File: src/rtl/pipelined_barrel_shifter.sv
// Multi-mode barrel shifter (SLL/SRL/SRA/ROL/ROR/pass) for the ALU execute path.
// One register stage per shift-amount bit: stage k shifts by 2^k when shamt[k] is set.
// The whole pipeline advances together under a single valid/ready stall signal.
module pipelined_barrel_shifter #(
  parameter int unsigned WIDTH = 32,
  parameter int unsigned SHW   = $clog2(WIDTH),
  parameter int unsigned TAG_W = 5
) (
  input  logic             clk,
  input  logic             rst,
  input  logic             in_valid,
  output logic             in_ready,
  input  logic [WIDTH-1:0] in_data,
  input  logic [SHW-1:0]   in_shamt,
  input  logic [2:0]       in_op,
  input  logic [TAG_W-1:0] in_tag,
  output logic             out_valid,
  input  logic             out_ready,
  output logic [WIDTH-1:0] out_data,
  output logic             out_carry,
  output logic [TAG_W-1:0] out_tag
);

  localparam logic [2:0] OpSll = 3'd0;
  localparam logic [2:0] OpSrl = 3'd1;
  localparam logic [2:0] OpSra = 3'd2;
  localparam logic [2:0] OpRol = 3'd3;
  localparam logic [2:0] OpRor = 3'd4;

  // Stage registers
  logic [SHW-1:0]   v_q;
  logic [WIDTH-1:0] d_q   [SHW];
  logic [SHW-1:0]   c_q;
  logic [2:0]       op_q  [SHW];
  logic [SHW-1:0]   s_q   [SHW];
  logic [TAG_W-1:0] tag_q [SHW];

  // Next-state for every stage
  logic [SHW-1:0]   nxt_v;
  logic [WIDTH-1:0] nxt_d   [SHW];
  logic [SHW-1:0]   nxt_c;
  logic [2:0]       nxt_op  [SHW];
  logic [SHW-1:0]   nxt_s   [SHW];
  logic [TAG_W-1:0] nxt_tag [SHW];

  // Per-stage working values
  logic             cur_v;
  logic [WIDTH-1:0] cur_d;
  logic             cur_c;
  logic [2:0]       cur_op;
  logic [SHW-1:0]   cur_s;
  logic [SHW-1:0]   s_bits;
  logic [TAG_W-1:0] cur_tag;
  logic [SHW-1:0]   hi_idx;
  logic [SHW-1:0]   lo_idx;
  logic             do_sh;
  int unsigned      amt;

  logic advance;

  // Global stall: everything moves only when the output slot is free or being drained
  assign advance   = !out_valid || out_ready;
  assign in_ready  = advance;
  assign out_valid = v_q[SHW-1];
  assign out_data  = d_q[SHW-1];
  assign out_carry = c_q[SHW-1];
  assign out_tag   = tag_q[SHW-1];

  // Per-stage conditional shift by 2^k and carry update
  always_comb begin
    nxt_v   = '0;
    nxt_c   = '0;
    cur_v   = 1'b0;
    cur_d   = '0;
    cur_c   = 1'b0;
    cur_op  = '0;
    cur_s   = '0;
    s_bits  = '0;
    cur_tag = '0;
    hi_idx  = '0;
    lo_idx  = '0;
    do_sh   = 1'b0;
    amt     = 0;
    for (int k = 0; k < SHW; k++) begin
      nxt_d[k]   = '0;
      nxt_op[k]  = '0;
      nxt_s[k]   = '0;
      nxt_tag[k] = '0;
    end
    for (int k = 0; k < SHW; k++) begin
      if (k == 0) begin
        // Bubbles enter as all-zero so an empty slot never shows stale data
        cur_v   = in_valid;
        cur_d   = in_valid ? in_data : '0;
        cur_c   = 1'b0;
        cur_op  = in_valid ? in_op : '0;
        cur_s   = in_valid ? in_shamt : '0;
        cur_tag = in_valid ? in_tag : '0;
      end else begin
        cur_v   = v_q[k-1];
        cur_d   = d_q[k-1];
        cur_c   = c_q[k-1];
        cur_op  = op_q[k-1];
        cur_s   = s_q[k-1];
        cur_tag = tag_q[k-1];
      end
      amt    = 32'd1 << k;
      hi_idx = SHW'(WIDTH - amt);
      lo_idx = SHW'(amt - 1);
      s_bits = cur_s >> k;
      do_sh  = s_bits[0] && (cur_op <= OpRor);

      nxt_v[k]   = cur_v;
      nxt_op[k]  = cur_op;
      nxt_s[k]   = cur_s;
      nxt_tag[k] = cur_tag;
      nxt_d[k]   = cur_d;
      nxt_c[k]   = cur_c;
      if (do_sh) begin
        unique case (cur_op)
          OpSll: begin
            nxt_d[k] = cur_d << amt;
            nxt_c[k] = cur_d[hi_idx];
          end
          OpSrl: begin
            nxt_d[k] = cur_d >> amt;
            nxt_c[k] = cur_d[lo_idx];
          end
          // MSB is preserved by every arithmetic step, so it is still the original sign
          OpSra: begin
            nxt_d[k] = WIDTH'($signed(cur_d) >>> amt);
            nxt_c[k] = cur_d[lo_idx];
          end
          OpRol: begin
            nxt_d[k] = (cur_d << amt) | (cur_d >> (WIDTH - amt));
            nxt_c[k] = cur_d[hi_idx];
          end
          OpRor: begin
            nxt_d[k] = (cur_d >> amt) | (cur_d << (WIDTH - amt));
            nxt_c[k] = cur_d[lo_idx];
          end
          default: begin
            nxt_d[k] = cur_d;
            nxt_c[k] = cur_c;
          end
        endcase
      end
    end
  end

  // Stage registers: synchronous clear, hold while stalled
  always_ff @(posedge clk) begin
    if (rst) begin
      v_q <= '0;
      c_q <= '0;
      for (int k = 0; k < SHW; k++) begin
        d_q[k]   <= '0;
        op_q[k]  <= '0;
        s_q[k]   <= '0;
        tag_q[k] <= '0;
      end
    end else if (advance) begin
      v_q <= nxt_v;
      c_q <= nxt_c;
      for (int k = 0; k < SHW; k++) begin
        d_q[k]   <= nxt_d[k];
        op_q[k]  <= nxt_op[k];
        s_q[k]   <= nxt_s[k];
        tag_q[k] <= nxt_tag[k];
      end
    end
  end

endmodule

File: config.mk
export PLATFORM = sky130hd
export DESIGN_NAME = pipelined_barrel_shifter
export DESIGN_NICKNAME = d
export VERILOG_FILES = /design/src/rtl/pipelined_barrel_shifter.sv
export SDC_FILE = /design/constraint.sdc
export NUM_CORES = 1
export LEC_CHECK = 0
export CAP_MARGIN = 20
export CELL_PAD_IN_SITES_DETAIL_PLACEMENT = 0
export CELL_PAD_IN_SITES_GLOBAL_PLACEMENT = 2
export CORE_ASPECT_RATIO = 1.75
export CORE_MARGIN = 5
export CORE_UTILIZATION = 40
export CTS_CLUSTER_SIZE = 24
export DETAILED_ROUTE_END_ITERATION = 6
export PLACE_DENSITY_LB_ADDON = 0.1
export REMOVE_ABC_BUFFERS = 1
export SYNTH_ARGS = -nofsm -noshare
export SYNTH_HDL_FRONTEND = slang
export SYNTH_SLANG_ARGS = --single-unit
export TNS_END_PERCENT = 50
File: constraint.sdc
create_clock -name clk -period 17.9 [get_ports clk]
set_clock_uncertainty 0.15 [all_clocks]
set_input_delay 1.79 -clock clk [delete_from_list [all_inputs] [get_ports clk]]
set_output_delay 1.79 -clock clk [all_outputs]
set_load 0.01 [all_outputs]
==> results of run 1 <==
routing by layer:
layer	wire (um)	part of all wire (%)	vias up	GRT usage, %
met2	16300	56	207	33.5
met3	990	3.4	41	1.66
met5	0	0	-	0
li1	-	-	4282	-
met4	800	2.8	0	5.99
met1	10800	37	4228	18.5
sequential cells by signal (all words and copies together), names as in the netlist:
name,count
c_q,5
v_q,5
op_q,12
s_q,10
tag_q,25
d_q,160
worst min path at each step:
stage	cells after the start	end	slack (ns)	startpoint
floorplan	2	c_q[0]	0.27	c_q[0]
global placement	2	v_q[3]	0.29	v_q[3]
detailed placement	2	v_q[2]	0.29	v_q[2]
CTS	2	v_q[2]	0.30	v_q[2]
global route	2	v_q[3]	0.33	v_q[3]
finish	2	v_q[2]	0.30	v_q[2]
through the flow:
step	setup slack (ns)	cells	hold WS [ns]	total power, mW	utilization [%]
2_1_floorplan	10.96	1007	0.270	0.666	-
3_3_place_gp	12.43	1494	0.291	0.718	42.8
5_1_grt	12.30	1535	0.334	1.24	45.7
3_5_place_dp	12.43	1496	0.293	0.719	42.9
4_1_cts	12.42	1533	0.303	1.21	45.5
6_report	12.46	1535	0.302	1.19	45.7
final cells by class:
| cell class | instances | area (um^2) | share of cell area (%) |
|---|---|---|---|
| multi-input cells | 776 | 4520 | 33.9 |
| clock inverters | 11 | 190 | 1.43 |
| clock buffers | 26 | 564 | 4.23 |
| repair buffers | 109 | 1110 | 8.29 |
| inverters | 14 | 60.1 | 0.450 |
| well taps | 382 | 478 | 3.58 |
| flip-flops and latches | 217 | 6420 | 48.1 |
placed cells by master (no fill, tap or decap), drive strengths merged, types with 2 or more instances in the layout:
cell,count
a21boi,3
a21oi,62
a22oi,9
a311oi,30
a31oi,71
a41oi,9
and2,39
and3,15
buf,21
bufinv,5
clkbuf,26
clkdlybuf4s50,88
clkinv,5
dfxtp,10
edfxtp,207
inv,14
maj3,6
mux2i,6
nand2,233
nand2b,2
nand3,19
nor2,49
nor2b,9
nor3b,2
o21a,2
o21ai,93
o221a,3
o221ai,72
o22a,6
o22ai,11
o2bb2ai,3
xnor2,4
xor2,5
worst min-delay path, cell delays in order, from the launching register on:
cell     delay [ns]
dfxtp_1        0.31
nand2_1        0.05
a21oi_1        0.05
power breakdown:
group          total, mW  switching, mW  internal, mW
Clock              0.483          0.186         0.297
Sequential         0.603         0.0246         0.578
Combinational      0.105         0.0604        0.0450
Total               1.19          0.271         0.920
cell families after synthesis:
group | after synthesis
DFF | 217
adders and majority gates | 6
xor gates and xnor gates | 9
muxes | 6
buffers and inverters | 159
and+or+nand+nor | 374
AOI/OAI and AO/OA | 381
==> flow_summary.ini, run 1 <==
[drt]
detail-route-antenna-nets = 0
wl_per_cell_um = 18.8
drt_iter0_drc = 622
dr.pass1.iters = 5
drcViolationCount = 0
vias = 8758
routed_wl_um = 28900
viasPerCell = 5.71

[logic_synthesis]
synth_area_mm2 = 0.0118
synth-simple-area-share_pct = 13.9
synthCells = 1152
ys_types = 58
async_flop_share_pct = 0
ys_warn_count = 0
synth-seq-cells = 217
yosysSeqAreaShare_pct = 54.5
synth.area.top_cells = edfxtp_1, nand2_1, o221ai_1, a31oi_1, o21ai_0
avgSynthCellArea_um2 = 10.2
synth_ff_type = edfxtp_1
yosysMostFrequentCell = nand2_1
synthAdderAreaFrac_pct = 0.510
synth_compound_area_share_pct = 22.5
synth_edf_count = 207
synth_xor_area_share_pct = 0.861
synth_top_family_by_area = compound AO/OA/AOI/OAI gates
synth_area_leader_cell = edfxtp_1
synth_top_cells_by_count = nand2_1, edfxtp_1, o21ai_0
yosys-mux-area-fraction_pct = 0.510
synth_top_area_share_pct = 52.8

[cts]
htree_levels = 1
cts.sink_count = 217
cts.clk_slew.worst_paths_ns = 0.07
cts-hold-fix-buffers = 0
clockBufferDepth = 3
ctsRootBufferMaster = clkbuf_16
clock_latency_ns = 0.50
tritoncts = yes
numCtsBuffers = 21
ctsResizeCount = 0
cts_setup_buffers = 0

[timing]
fmax_mhz = 184
fin_crit_ns = 5.44
max_slew_margin_pct = 21.3
final.setup.tns_ns = 0
hold_violations = 0
timing_worst_slew_pin_value_ns = 1.18
rsz0062_at_grt = false
setup_viol = 0
final_max_slew_viol_count = 0
fin_crit_sh_pct = 30.4

[setup_path]
critPathRequiredTime_ns = 15.96
cp_slowest_stage_delay_ns = 0.55
crit_arrival_ns = 3.50
crit_cells = 4
slowest_stage = clkdlybuf4s50_1
end_kind = output port
r2r_end = d_q[0][41]
rr_worst_depth = 5
cp_num_buf_inv = 3
startpoint_type = input pin
crit_fanout = 9
rrSetupSlack_ns = 14.57
worstReg2RegStart = v_q[4]
crit_top_cell = clkdlybuf4s50_1
endpoint = in_ready
critPathTopFamily = buffers and inverters
critPathLaunch = out_ready
cp_cell_sequence = clkdlybuf4s50_1, nor2b_1, inv_1, clkdlybuf4s50_1
crit_type = in2out

[placement]
placed_cell_area_mm2 = 0.0125
io_buffers = 88
gp_congestion = 0.783
hpwlAfterDp_um = 19600

[power]
vdd_drop_max_mv = 0.0619
power.density_mw_per_mm2 = 89.3
leakagePower_nw = 4.54

[finish]
area_growth_pct = 13.3
nNetsFinal = 1188
drive_gt1_share_pct = 7.37
post-route-cell-area_mm2 = 0.0133
diodes = 0
fill_cells = 2775

[job]
maxCapViolations = 0

[die]
start_util_pct = 40.3
die_h_um = 237
rows = 83
die_area_mm2 = 0.0331
floorplan.io_pins = 89
core_mm2 = 0.0292
die-width_um = 140

[outcome]
status = finished clean

[global_route]
grt_pass1_wl_um = 46700
antenna_found_initial = 0
grt_pass1_vias = 8633
grt-ovfl-total = 0
grt_max_degree = 126
grt_usage_pct = 17.0

[worst_hold_path]
hold_path_class = reg2reg
Note: power is estimated with default switching activity, not from simulation.
==> run 2, diff against run 1 <==
- CORE_UTILIZATION: 40 -> 35
- clock period: 17.9 -> 4.39 ns (I/O delays scaled with it)
==> flow_summary.ini, run 2 (synthesis results as in run 1) <==
[outcome]
status = finished clean

[die]
die-width_um = 149
core_mm2 = 0.0335
die_area_mm2 = 0.0376
floorplan.io_pins = 89
start_util_pct = 35.1
die_h_um = 253
rows = 89

[timing]
max_slew_margin_pct = 29.8
fin_crit_ns = 2.77
timing_worst_slew_pin_value_ns = 1.05
final.setup.tns_ns = 0
holdWs_ns = 0.298
rsz0062_at_grt = false
setup_viol = 0
fmax_mhz = 361
final_max_slew_viol_count = 0
fin_crit_sh_pct = 63.0
hold_violations = 0

[finish]
mostFrequentLayoutCell = nand2_1
area_growth_pct = 14.3
diodes = 0
fill_cells = 3307
final_cell_mix = nand2_1, edfxtp_1, clkdlybuf4s50_1, o21ai_0, a31oi_1
nNetsFinal = 1197
top_register = d_q
multiInputGateArea_mm2 = 0.00452
top_regs = d_q (160), tag_q (25), op_q (12)
fin_util_pct = 40.1
drive_gt1_share_pct = 7.99
largest_reg_flops = 160
regArea_mm2 = 0.00642

[drt]
drt_iter0_drc = 630
detail-route-antenna-nets = 0
vias = 8839
drcViolationCount = 0
viasPerCell = 5.46
wl_per_cell_um = 19.0
routed_wl_um = 30800
dr.pass1.iters = 5

[cts]
htree_levels = 1
cts_setup_buffers = 0
ctsRootBufferMaster = clkbuf_16
numCtsBuffers = 22
clock_latency_ns = 0.52
clockBufferDepth = 3
ctsResizeCount = 0
cts.sink_count = 217
tritoncts = yes
cts-hold-fix-buffers = 0
cts.clk_slew.worst_paths_ns = 0.06

[global_route]
grt_max_degree = 161
antenna_found_initial = 0
grt_usage_pct = 16.1
grt_pass1_wl_um = 49000
grt_pass1_vias = 8697
grt-ovfl-total = 0

[placement]
gp_congestion = 0.814
hpwlAfterDp_um = 20800
io_buffers = 88

[setup_path]
slowest_stage = nor2b_1
cp_num_buf_inv = 2
rrSetupSlack_ns = 1.62
rr_worst_depth = 6
crit_type = reg2out
startpoint_type = flip-flop
end_kind = output port
critPathRequiredTime_ns = 3.80
critPathTopFamily = buffers and inverters
crit_fanout = 9
crit_arrival_ns = 2.18
cp_cell_sequence = nor2b_1, inv_1, clkdlybuf4s50_1
r2r_end = d_q[0][16]
endpoint = in_ready
worstReg2RegStart = v_q[4]
cp_slowest_stage_delay_ns = 0.56
crit_cells = 3
critPathLaunch = v_q[4]

[power]
vdd_drop_max_mv = 0.215
swShare_pct = 23.9
power.total_mw = 4.82
power_frac_seq_pct = 51.0
internal_power_mw = 3.67
power.density_mw_per_mm2 = 358
leakagePower_nw = 4.58
combinationalPowerShare_pct = 9.1
pwr-share-clk_pct = 39.9
power.switching_mw = 1.15

[job]
maxCapViolations = 0

[worst_hold_path]
hold_path_class = reg2reg
[run 2: final cells by class]
cell class,count,area share (%)
flip-flops and latches,217,47.7
repair buffers,117,8.59
inverters,14,0.446
clock buffers,30,4.70
multi-input cells,776,33.6
well taps,455,4.23
clock inverters,10,0.725
[run 2: worst min path at each step]
stage | from | end | cells past startpoint
global route | v_q[3] | v_q[3] | 2
detailed placement | v_q[0] | v_q[0] | 2
global placement | v_q[3] | v_q[3] | 2
floorplan | c_q[0] | c_q[0] | 2
CTS | v_q[0] | v_q[0] | 2
finish | v_q[0] | v_q[0] | 2
[run 2: tightest hold or removal path, delay by kind of cell (launching register included)]
family,cells,cell delay [ns]
flip-flops,1,0.31
AND/OR/NAND/NOR,2,0.09
[run 2: per-stage QoR]
stage               instances  cell area [um^2]  worst slack (ns)
detailed placement       1577             12700              1.06
finish                   1619             13500              1.62
global placement         1576             12700              1.13
global route             1619             13500              1.46
floorplan                1007             11000             -1.20
CTS                      1617             13400              1.56
[run 2: layer usage]
| layer | part of all wire, % | wire length [um] | up-vias | GRT usage, % |
|---|---|---|---|---|
| met3 | 3.4 | 1030 | 65 | 1.61 |
| met1 | 38 | 11700 | 4236 | 17.7 |
| li1 | - | - | 4304 | - |
| met2 | 56 | 17100 | 234 | 31.4 |
| met4 | 3.2 | 989 | 0 | 5.52 |
| met5 | 0 | 0 | - | 0 |
[run 2: power by group through the flow]
stage,combinational [mW],sequential (mW),clock (mW)
after floorplan,0.245,2.47,0
after global placement,0.439,2.50,0
after detailed placement,0.441,2.50,0
after CTS,0.442,2.46,1.99
after global routing,0.486,2.47,2.05
final,0.439,2.46,1.92
==> run 3, diff against run 2 <==
- clock period: 4.39 -> 2.2 ns (I/O delays scaled with it)
==> flow_summary.ini, run 3 (synthesis results as in run 1) <==
[die]
die-width_um = 149
floorplan.io_pins = 89
die_h_um = 253
rows = 89
core_mm2 = 0.0335
die_area_mm2 = 0.0376
start_util_pct = 35.1

[finish]
mostFrequentLayoutCell = nand2_1
fin_util_pct = 42.1
nNetsFinal = 1252
final_cell_mix = nand2_1, edfxtp_1, clkdlybuf4s50_1, o21ai_0, a31oi_1
drive_gt1_share_pct = 11.7
regArea_mm2 = 0.00642
top_register = d_q
top_regs = d_q (160), tag_q (25), op_q (12)
area_growth_pct = 19.9
diodes = 0
fill_cells = 3256
multiInputGateArea_mm2 = 0.00453
largest_reg_flops = 160

[worst_hold_path]
hold_path_class = in2reg
hold_path_depth = 2

[outcome]
status = finished clean

[power]
power_frac_seq_pct = 50.4
pwr-share-clk_pct = 39.3
combinationalPowerShare_pct = 10.3
power.total_mw = 9.71
vdd_drop_max_mv = 0.444
swShare_pct = 23.5
internal_power_mw = 7.43
power.switching_mw = 2.28
power.density_mw_per_mm2 = 687
leakagePower_nw = 4.93

[setup_path]
crit_type = reg2out
startpoint_type = flip-flop
end_kind = output port
crit_fanout = 5
critPathRequiredTime_ns = 1.83
crit_arrival_ns = 1.73
rr_worst_depth = 6

[global_route]
top_usage_layer = met2
grt_pass1_vias = 9111
grt-ovfl-total = 0
grt_pass1_wl_um = 49900
grt_usage_pct = 16.3
antenna_found_initial = 0
grt_util_met2_pct = 33.6
grt_max_degree = 53
globalRouteMet1Util_pct = 16.4
use_met3_pct = 1.70

[drt]
viasPerCell = 5.39
drcViolationCount = 0
wl_per_cell_um = 18.5
vias = 9014
dr.pass1.iters = 5
routed_wl_um = 31000
detail-route-antenna-nets = 0
drt_iter0_drc = 470

[timing]
hold_violations = 0
rsz0062_at_grt = false
fin_crit_sh_pct = 95.4
setup_viol = 0
max_slew_margin_pct = 56.4
fin_crit_ns = 2.10
fmax_mhz = 477
timing_worst_slew_pin_value_ns = 0.654
final_max_slew_viol_count = 0
holdWs_ns = 0.235

[cts]
cts.sink_count = 217
numCtsBuffers = 22
ctsRootBufferMaster = clkbuf_16
cts-hold-fix-buffers = 0
cts.clk_slew.worst_paths_ns = 0.06
cts_setup_buffers = 0
tritoncts = yes
clockBufferDepth = 3
htree_levels = 1
clock_latency_ns = 0.53

[placement]
gp_congestion = 0.878
hpwlAfterDp_um = 22600
io_buffers = 88

[job]
maxCapViolations = 0
## run 3: cell count changes in the layout (fill, tap and decap cells not counted), moves of 3 or more
cell      change
buf_4        +34
clkbuf_1      +4
buf_12       +24
clkinv_2      -5
clkbuf_8      -3
## run 3: final timing paths
kind / start / endpoint / slack, ns
max reg2reg: op_q[0][6] / d_q[0][96] / 0.20
max: v_q[4] / in_ready / 0.10
min reg2reg: v_q[0] / v_q[0] / 0.30
min: in_tag[1] / tag_q[0][1] / 0.24
## run 3: critical path: stages, from the launching register on
cell and delay, ns:
dfxtp_1 0.33, nor2b_4 0.19, inv_1 0.07, buf_4 0.15, clkdlybuf4s50_1 0.47
## run 3: through the flow
step / instance area, um^2 / cells / setup WS [ns] / TNS (ns)
3_3_place_gp: 13400 / 1634 / 0.0339 / 0
5_1_grt: 14100 / 1672 / 0.0197 / 0
3_5_place_dp: 13400 / 1634 / 0.0203 / 0
4_1_cts: 14100 / 1672 / 0.00140 / 0
2_1_floorplan: 11000 / 1007 / -3.38 / -826.55
6_report: 14100 / 1672 / 0.102 / 0
## run 3: power groups by stage
| stage | sequential, mW | clock [mW] | combinational, mW |
|---|---|---|---|
| global placement | 4.98 | 0 | 1.00 |
| detailed placement | 4.98 | 0 | 1.00 |
| global route | 4.91 | 4.07 | 1.10 |
| floorplan | 4.93 | 0 | 0.490 |
| CTS | 4.89 | 3.95 | 1.01 |
| finish | 4.89 | 3.82 | 0.997 |
## run 3: repair_timing
item | in CTS | in global routing
setup endpoints to repair | 1 | 3
pin swaps | 0 | 0
resized for setup | 1 | 2
## run 3: layout make-up
type	count	share of cell area, %
clock buffers	31	4.29
clock inverters	7	0.789
inverters	14	0.425
multi-input cells	776	32.1
flip-flops and latches	217	45.4
well taps	455	4.03
repair buffers	172	12.9
## run 3: layer usage
metal / vias up / wire length [um]
li1: 4411 / -
met1: 4338 / 11000
met2: 207 / 18000
met3: 58 / 990
met4: 0 / 964
met5: - / 0
